===== src/rtl/max7219_driver.sv =====
// rtl/max7219_driver.sv - MAX7219 8-digit serial driver: init sequence, digit frames, queued updates.
// Optional automatic refresh when MAX7219_AUTO_REFRESH_EN is defined.
module max7219_driver #(
  parameter int unsigned CLK_DIV     = 4,
  parameter logic [3:0]  INTENSITY   = 4'h8,
  parameter int unsigned REFRESH_GAP = 50000
) (
  input  logic       CLOCK_50,
  input  logic       reset_n,
  input  logic [7:0] c0,
  input  logic [7:0] c1,
  input  logic [7:0] c2,
  input  logic [7:0] c3,
  input  logic [7:0] c4,
  input  logic [7:0] c5,
  input  logic [7:0] c6,
  input  logic [7:0] c7,
  input  logic       update,
  output logic       max_clk,
  output logic       max_din,
  output logic       max_cs_n,
  output logic       busy,
  output logic       frame_done
);

  typedef enum logic [2:0] {IDLE, LOAD, SHIFT, LATCH, GAP} state_t;

  localparam logic [7:0] HRELOAD   = 8'(CLK_DIV - 1);
  localparam logic [4:0] LAST_HALF = 5'd30;
  localparam logic [3:0] LAST_WORD = 4'd12;
  localparam logic [3:0] FIRST_DIG = 4'd5;

  state_t          state_q, state_d;
  logic [7:0]      hcnt_q, hcnt_d;
  logic [4:0]      bit_q, bit_d;
  logic [3:0]      word_q, word_d;
  logic            init_q, init_d;
  logic            pending_q, pending_d;
  logic            done_q, done_d;
  logic [7:0][7:0] snap_q, snap_d;
  logic            start;
  logic [15:0]     word;
  logic [4:0]      half_idx;
  logic [3:0]      bit_sel;
`ifdef MAX7219_AUTO_REFRESH_EN
  logic [31:0]     rcnt_q, rcnt_d;
`else
  logic            unused_refresh;
  assign unused_refresh = ^REFRESH_GAP;
`endif

  always_ff @(posedge CLOCK_50 or negedge reset_n) begin
    if (!reset_n) begin
      state_q   <= IDLE;
      hcnt_q    <= 8'd0;
      bit_q     <= 5'd0;
      word_q    <= 4'd0;
      init_q    <= 1'b1;
      pending_q <= 1'b0;
      done_q    <= 1'b0;
      snap_q    <= '0;
`ifdef MAX7219_AUTO_REFRESH_EN
      rcnt_q    <= 32'd0;
`endif
    end else begin
      state_q   <= state_d;
      hcnt_q    <= hcnt_d;
      bit_q     <= bit_d;
      word_q    <= word_d;
      init_q    <= init_d;
      pending_q <= pending_d;
      done_q    <= done_d;
      snap_q    <= snap_d;
`ifdef MAX7219_AUTO_REFRESH_EN
      rcnt_q    <= rcnt_d;
`endif
    end
  end

  // Words 0-4 are the init sequence; digit frames enter at word 5.
  always_comb begin
    word = 16'h0000;
    case (word_q)
      4'd0:    word = 16'h0C01;
      4'd1:    word = 16'h0F00;
      4'd2:    word = 16'h0900;
      4'd3:    word = 16'h0B07;
      4'd4:    word = {12'h0A0, INTENSITY};
      default: word = {4'h0, word_q - 4'd4, snap_q[3'(word_q - FIRST_DIG)]};
    endcase
  end

  always_comb begin
    state_d   = state_q;
    hcnt_d    = hcnt_q;
    bit_d     = bit_q;
    word_d    = word_q;
    init_d    = init_q;
    pending_d = pending_q;
    done_d    = 1'b0;
    snap_d    = snap_q;
    start     = update | pending_q | init_q;
`ifdef MAX7219_AUTO_REFRESH_EN
    rcnt_d    = (state_q == IDLE) ? rcnt_q + 32'd1 : 32'd0;
    if (state_q == IDLE && rcnt_q == 32'(REFRESH_GAP - 1)) start = 1'b1;
`endif
    if (state_q != IDLE && update) pending_d = 1'b1;

    case (state_q)
      IDLE: if (start) begin
        state_d   = LOAD;
        hcnt_d    = HRELOAD;
        word_d    = init_q ? 4'd0 : FIRST_DIG;
        init_d    = 1'b0;
        pending_d = 1'b0;
        snap_d    = {c7, c6, c5, c4, c3, c2, c1, c0};
      end
      LOAD: if (hcnt_q == 8'd0) begin
        state_d = SHIFT;
        hcnt_d  = HRELOAD;
        bit_d   = 5'd0;
      end else hcnt_d = hcnt_q - 8'd1;
      // bit_q counts half-periods; even halves have max_clk high.
      SHIFT: if (hcnt_q == 8'd0) begin
        hcnt_d = HRELOAD;
        if (bit_q == LAST_HALF) begin
          state_d = LATCH;
          bit_d   = 5'd0;
        end else bit_d = bit_q + 5'd1;
      end else hcnt_d = hcnt_q - 8'd1;
      LATCH: if (hcnt_q == 8'd0) begin
        state_d = GAP;
        hcnt_d  = HRELOAD;
      end else hcnt_d = hcnt_q - 8'd1;
      GAP: if (hcnt_q == 8'd0) begin
        if (word_q == LAST_WORD) begin
          state_d = IDLE;
          done_d  = 1'b1;
          word_d  = 4'd0;
          hcnt_d  = 8'd0;
        end else begin
          state_d = LOAD;
          word_d  = word_q + 4'd1;
          hcnt_d  = HRELOAD;
        end
      end else hcnt_d = hcnt_q - 8'd1;
      default: state_d = IDLE;
    endcase
  end

  always_comb begin
    half_idx   = (bit_q + 5'd1) >> 1;
    bit_sel    = 4'd15 - half_idx[3:0];
    max_cs_n   = !(state_q == LOAD || state_q == SHIFT);
    max_clk    = (state_q == SHIFT) && !bit_q[0];
    max_din    = 1'b0;
    if (state_q == LOAD)  max_din = word[15];
    if (state_q == SHIFT) max_din = word[bit_sel];
    busy       = (state_q != IDLE);
    frame_done = done_q;
  end

endmodule


===== config.mk =====
export PLATFORM = sky130hd
export DESIGN_NAME = max7219_driver
export DESIGN_NICKNAME = d
export VERILOG_FILES = /design/src/rtl/max7219_driver.sv
export SDC_FILE = /design/constraint.sdc
export NUM_CORES = 1
export LEC_CHECK = 0
export BUFFER_PORTS_ARGS = -buffer_cell sky130_fd_sc_hd__buf_2
export CORE_AREA = 5 5 112 114
export CTS_BUF_LIST = sky130_fd_sc_hd__clkbuf_2 sky130_fd_sc_hd__clkbuf_4 sky130_fd_sc_hd__clkbuf_8
export CTS_CLUSTER_SIZE = 14
export DETAILED_ROUTE_END_ITERATION = 12
export DIE_AREA = 0 0 117 119
export PLACE_DENSITY = 0.67
export SLEW_MARGIN = 20
export SYNTH_ARGS = -nofsm -noshare
export SYNTH_HDL_FRONTEND = slang
export SYNTH_SLANG_ARGS = --single-unit

===== constraint.sdc =====
create_clock -name CLOCK_50 -period 3.3 [get_ports CLOCK_50]
set_clock_uncertainty 0.05 [all_clocks]
set_input_delay 0.66 -clock CLOCK_50 [delete_from_list [all_inputs] [get_ports CLOCK_50]]
set_output_delay 0.66 -clock CLOCK_50 [all_outputs]
set_load 0.05 [all_outputs]

== Word-level counts from Yosys, hierarchy flattened ==
Index checks and enable logic that the tools add are counted.
Cells by class
  $add $sub $neg: 6
  order comparisons: 2
  equal/unequal tests: 16
  mux-type cells: 35
  bitwise operators: 2
  reduce and logical (&&, ||, !) cells: 18
Operators by type and width (number)
  12-bit case mux with 5 select lines: 1
  8-bit two-way mux: 4
  8-bit binary-select mux with 3-bit select: 1
  8-bit case mux with 3 select lines: 1
  3-bit two-way mux: 7
  5-bit two-way mux: 3
  3-bit case mux with 5 select lines: 1
  4-bit two-way mux: 3
  2-bit != test, second input constant: 6
  1-bit two-way mux: 10
  5-bit case mux with 2 select lines: 1
  4-bit by 2-bit equality test with 1-bit output, second input constant: 2
  8-bit logical NOT: 1
  4-bit case mux with 2 select lines: 1
  8-bit by 1-bit subtractor with 8-bit output, second input constant: 1
  3-bit by 2-bit equality test with 1-bit output, second input constant: 2
  3-bit AND reduction: 2
  6-bit AND reduction: 1
  3-bit nonzero test: 2
  5-bit by 1-bit adder with 5-bit output, second input constant: 1
  5-bit equality test, second input constant: 1
  4-bit by 5-bit < comparator with 1-bit output, second input constant: 1
  4-bit by 1-bit adder with 4-bit output, second input constant: 1
  1-bit binary-select mux with 4-bit select: 1
  19 further kinds: 24
Word-level totals
  flip-flop bits (word level): 87
  output and inout bits: 5
  logic and storage cells: 94

== Longest topological paths before layout ==
  depth after elaboration: 7
  gate-level depth with buffers: 12

== Worst setup path after synthesis ==
No wires, ideal clock.
  kind: register to output
  start point: reg word_q[0]
  end point: out max_din
  arrival: 3.246 ns
  required time: 2.590 ns
  path slack: -0.656 ns
  cell stages (with the launch flop): 11
  path buffers: 4
  path through: dfrtp_1 buf_2 clkbuf_1 inv_1 ha_1 clkbuf_1 clkbuf_1 a2111oi_0 a2111oi_0 a21oi_1 o211ai_1
On the way
  cells in the longest elaborated chain, start to end: 7
Ends and longest elaborated chain
  start, declared: RTL line 36  | logic [3:0] word_q, word_d;
  start signal, assigned: RTL line 69  | word_q <= word_d;
  3-bit subtractor: RTL line 89  | default: word = {4'h0, word_q - 4'd4, snap_q[3'(word_q - FIRST_DIG)]};
  8-bit binary-select mux with 3-bit select: RTL line 89
  8-bit two-way mux (implied by the code): RTL line 89
  12-bit case mux with 5 select lines *: RTL line 83  | case (word_q)
  1-bit binary-select mux with 4-bit select *: RTL line 158  | if (state_q == SHIFT) max_din = word[bit_sel];
  1-bit two-way mux (implied by the code) *: RTL line 158
  1-bit two-way mux *: RTL line 158
  end, declared: RTL line 20  | output logic max_din,
Mark *: on every way between the ends. The rest lies on a longest branch, timed or not. The select of a mux whose other input is x is not followed.

== Final worst setup path ==
Ends and elaborated chain as after synthesis.

==> results.py <==
metrics = {
    "worst_setup_path": {
        "cp.arrival_ns": 2.61,
        "crit_cells": 10,
        "worstSetupStartpointType": "register",
        "crit_start": "word_q[0]$_DFFE_PN0P_",
        "r2r_end": "snap_q[32]$_DFFE_PN0P_",
        "r2r_cells": 5,
        "worstPathCellList": "inv_8 > ha_4 > xnor2_4 > buf_12 > mux4_2 > nand3_2 > nand4_1 > o2111ai_1 > o211ai_1 > buf_6",
        "required_ns": 2.59,
        "crit_fanout": 5,
        "crit_buf_inv": 3,
        "worstReg2RegStart": "state_q[1]$_DFFE_PN0P_",
        "critPathSlowestCell": "mux4_2",
        "worstSetupEndpointType": "primary output",
        "critical_path.top_delay_family": "multiplexers",
        "crit_type": "register to primary output",
        "r2r_slack_ns": 0.80,
        "cpPeakStageDelay_ns": 0.50,
        "critPathCapture": "max_din",
    },
    "yosys": {
        "yosys_most_used_dff": "dfrtp_1",
        "async_reset_ff_share_pct": 100.0,
        "ys_seq_area_share_pct": 49.28,
        "synthTopCellsByArea": "dfrtp_1, mux2_2, mux4_2, ha_1, o21ai_0",
        "synth_edf_count": 0,
        "ys_ff_latch": 87,
        "synth-adder-area-share_pct": 3.114,
        "ys_warn_count": 0,
        "synth_common_cells": "dfrtp_1, mux2_2, nor2_1",
        "synth_top_family_by_area": "multiplexers",
        "synth_area_sq_um": 4420,
        "yosysMostFrequentCell": "dfrtp_1",
        "synth_compound_area_share_pct": 8.152,
        "synth_xor_area_share_pct": 2.010,
        "yosysUniqueCellTypes": 47,
        "synth_mux_area_share_pct": 24.85,
        "avgSynthCellArea_sq_um": 12.35,
        "yosys.area_share.simple_pct": 9.510,
        "yosysTopAreaCellShare_pct": 48.68,
        "synth_nets": 436,
        "synthCells": 358,
        "synth_top_area_cell": "dfrtp_1",
    },
    "run": {
        "max_cap_violations": 0,
    },
    "placement": {
        "placed_cells": 562,
        "portBuffers": 71,
        "dp_hpwl_um": 6912,
        "place_congestion": 0.8995,
        "pre_cts_ws_ns": 0.02301,
    },
    "global_routing": {
        "grt_pass1_wl_um": 16170,
        "grt_max_degree": 88,
        "grt_pass1_vias": 3327,
        "antenna_found_initial": 0,
        "overflow": 0,
        "grt.total_usage_pct": 14.47,
    },
    "timing": {
        "layout_min_cycle_time_ns": 3.318,
        "relSlewSlack_pct": 46.94,
        "hold_viol": 0,
        "setup_viol_count_final": 1,
        "fin_crit_sh_pct": 100.6,
        "worstMarginPinSlew_ns": 0.7959,
        "fmax_mhz": 301.4,
        "fin_ws_ns": -0.01820,
        "drv_slew": 0,
        "hold_ws_ns": 0.2675,
        "rsz0062_at_grt": "true",
    },
    "floorplanning": {
        "core_area_sq_um": 11320,
        "start_util_pct": 39.05,
        "dieArea_sq_um": 13920,
        "design.portCount": 72,
        "die_x_um": 117,
        "die_h_um": 119,
        "rows": 39,
    },
    "route": {
        "top_layer": "met4",
        "drt_pass1_iterations": 4,
        "route.detailed.drc": 0,
        "drtIter0Drc": 105,
        "wl_met3_um": 608,
        "vias": 3154,
        "wl_um": 9714,
        "vias_per_cell": 5.355,
        "ant_nets": 0,
        "m1WireLength_um": 4410,
        "wl_met2_um": 4495,
        "post_drt_wl_per_cell_um": 16.49,
    },
    "cells_and_area": {
        "fill_cells": 1037,
        "nets": 519,
        "final_core_util_pct": 47.59,
        "area_growth_pct": 21.88,
        "diodes": 0,
        "final_layout_size_suffix_gt1_share_pct": 46.41,
        "layout.cells.non_filler": 589,
    },
    "run_status": {
        "outcome": "finished with violations",
        "violations": "setup timing",
    },
    "clocking": {
        "clock_sinks": 87,
        "clkLatencyLatePin_ns": 0.35,
        "cts_hold_buf": 0,
        "cts-htree-levels": 3,
        "clockBufferDepth": 2,
        "tritoncts": "built",
        "cts.clk_slew.worst_paths_ns": 0.10,
        "numCtsBuffers": 9,
        "clock-root-buffer": "clkbuf_8",
    },
    "pwr": {
        "finalPower_uw": 4755,
        "leakage_uw": 0.002329,
        "ir_worst_vdd_mv": 0.4397,
        "powerDensity_nw_per_um2": 882.6,
    },
    "min_path": {
        "min_path_type": "input port to asynchronous set/reset pin",
    },
}
-- sequential cells by signal (all words and copies together), names as in the netlist --
register    flops
hcnt_q          8
pending_q       1
word_q          4
state_q         3
snap_q         64
bit_q           5
init_q          1
frame_done      1
-- power breakdown --
| group | switching [uW] | leakage (uW) | internal [uW] | total [uW] |
|---|---|---|---|---|
| clock network | 393 | 0.000101 | 364 | 757 |
| logic | 979 | 0.00119 | 1180 | 2160 |
| registers | 295 | 0.00104 | 1540 | 1840 |
-- stage by stage --
step	area, sq um	TNS, ns
6_report	5388	-0.01820
4_1_cts	5353	-0.03326
5_1_grt	5388	-0.1291
3_5_place_dp	4996	0
2_1_floorplan	4507	-0.2342
3_3_place_gp	4996	0
-- metal layers --
layer	vias to the layer above	track usage, %
li1	1479	-
met1	1561	20.60
met2	98	21.66
met3	16	3.955
met4	0	4.229
met5	-	0
-- area by class of cell --
cell class                 instances  area, sq um  share of cell area [%]
sequential                        87         2181                   40.48
tap                              143        178.9                   3.321
inverter                          11        48.80                  0.9057
clock buffer                      10        131.4                   2.438
clock inverter                     6        68.82                   1.277
multi-input combinational        242         2218                   41.18
timing repair buffer              90        560.5                   10.40
-- how the worst min path moves through the flow --
stage	start	endpoint	slack, ns
final	reset_n	hcnt_q[4]$_DFFE_PN0P_	0.27
after CTS	pending_q$_DFF_PN0_	pending_q$_DFF_PN0_	0.46
after floorplan	reset_n	bit_q[0]$_DFFE_PN0P_	0.31
after global routing	reset_n	hcnt_q[4]$_DFFE_PN0P_	0.36
after global placement	pending_q$_DFF_PN0_	pending_q$_DFF_PN0_	0.43
after detailed placement	pending_q$_DFF_PN0_	pending_q$_DFF_PN0_	0.44
-- repair_timing --
| item | in CTS | in global routing |
|---|---|---|
| pin swaps | 8 | 4 |
| buffers inserted | 8 | 2 |
| setup endpoints to repair | 1 | 1 |
| gates resized for setup | 15 | 6 |
| cloned | 1 | 0 |
-- kinds of logic after synthesis --
logic type                 Yosys count
muxes                               83
AOI/OAI and AO/OA                   56
adders and majority gates           11
DFF                                 87
xor gates and xnor gates             8
buffers and inverters               30
and+or+nand+nor                     83
-- layout by cell type (no fill, tap or decap), types with 4 or more instances in the layout --
cell,count
nand2_1,21
nor3_1,8
mux2i_1,4
buf_2,69
inv_1,9
o21ai_1,8
a21oi_1,7
buf_4,15
o21ai_0,14
o31ai_1,7
clkbuf_8,9
xor2_1,4
nor2_1,21
buf_12,4
nand3_1,7
dfrtp_1,84
nand2b_1,5
mux2_2,64
nor2b_1,4
mux4_2,15
ha_1,8
Note: power is estimated with default switching activity, not from simulation.
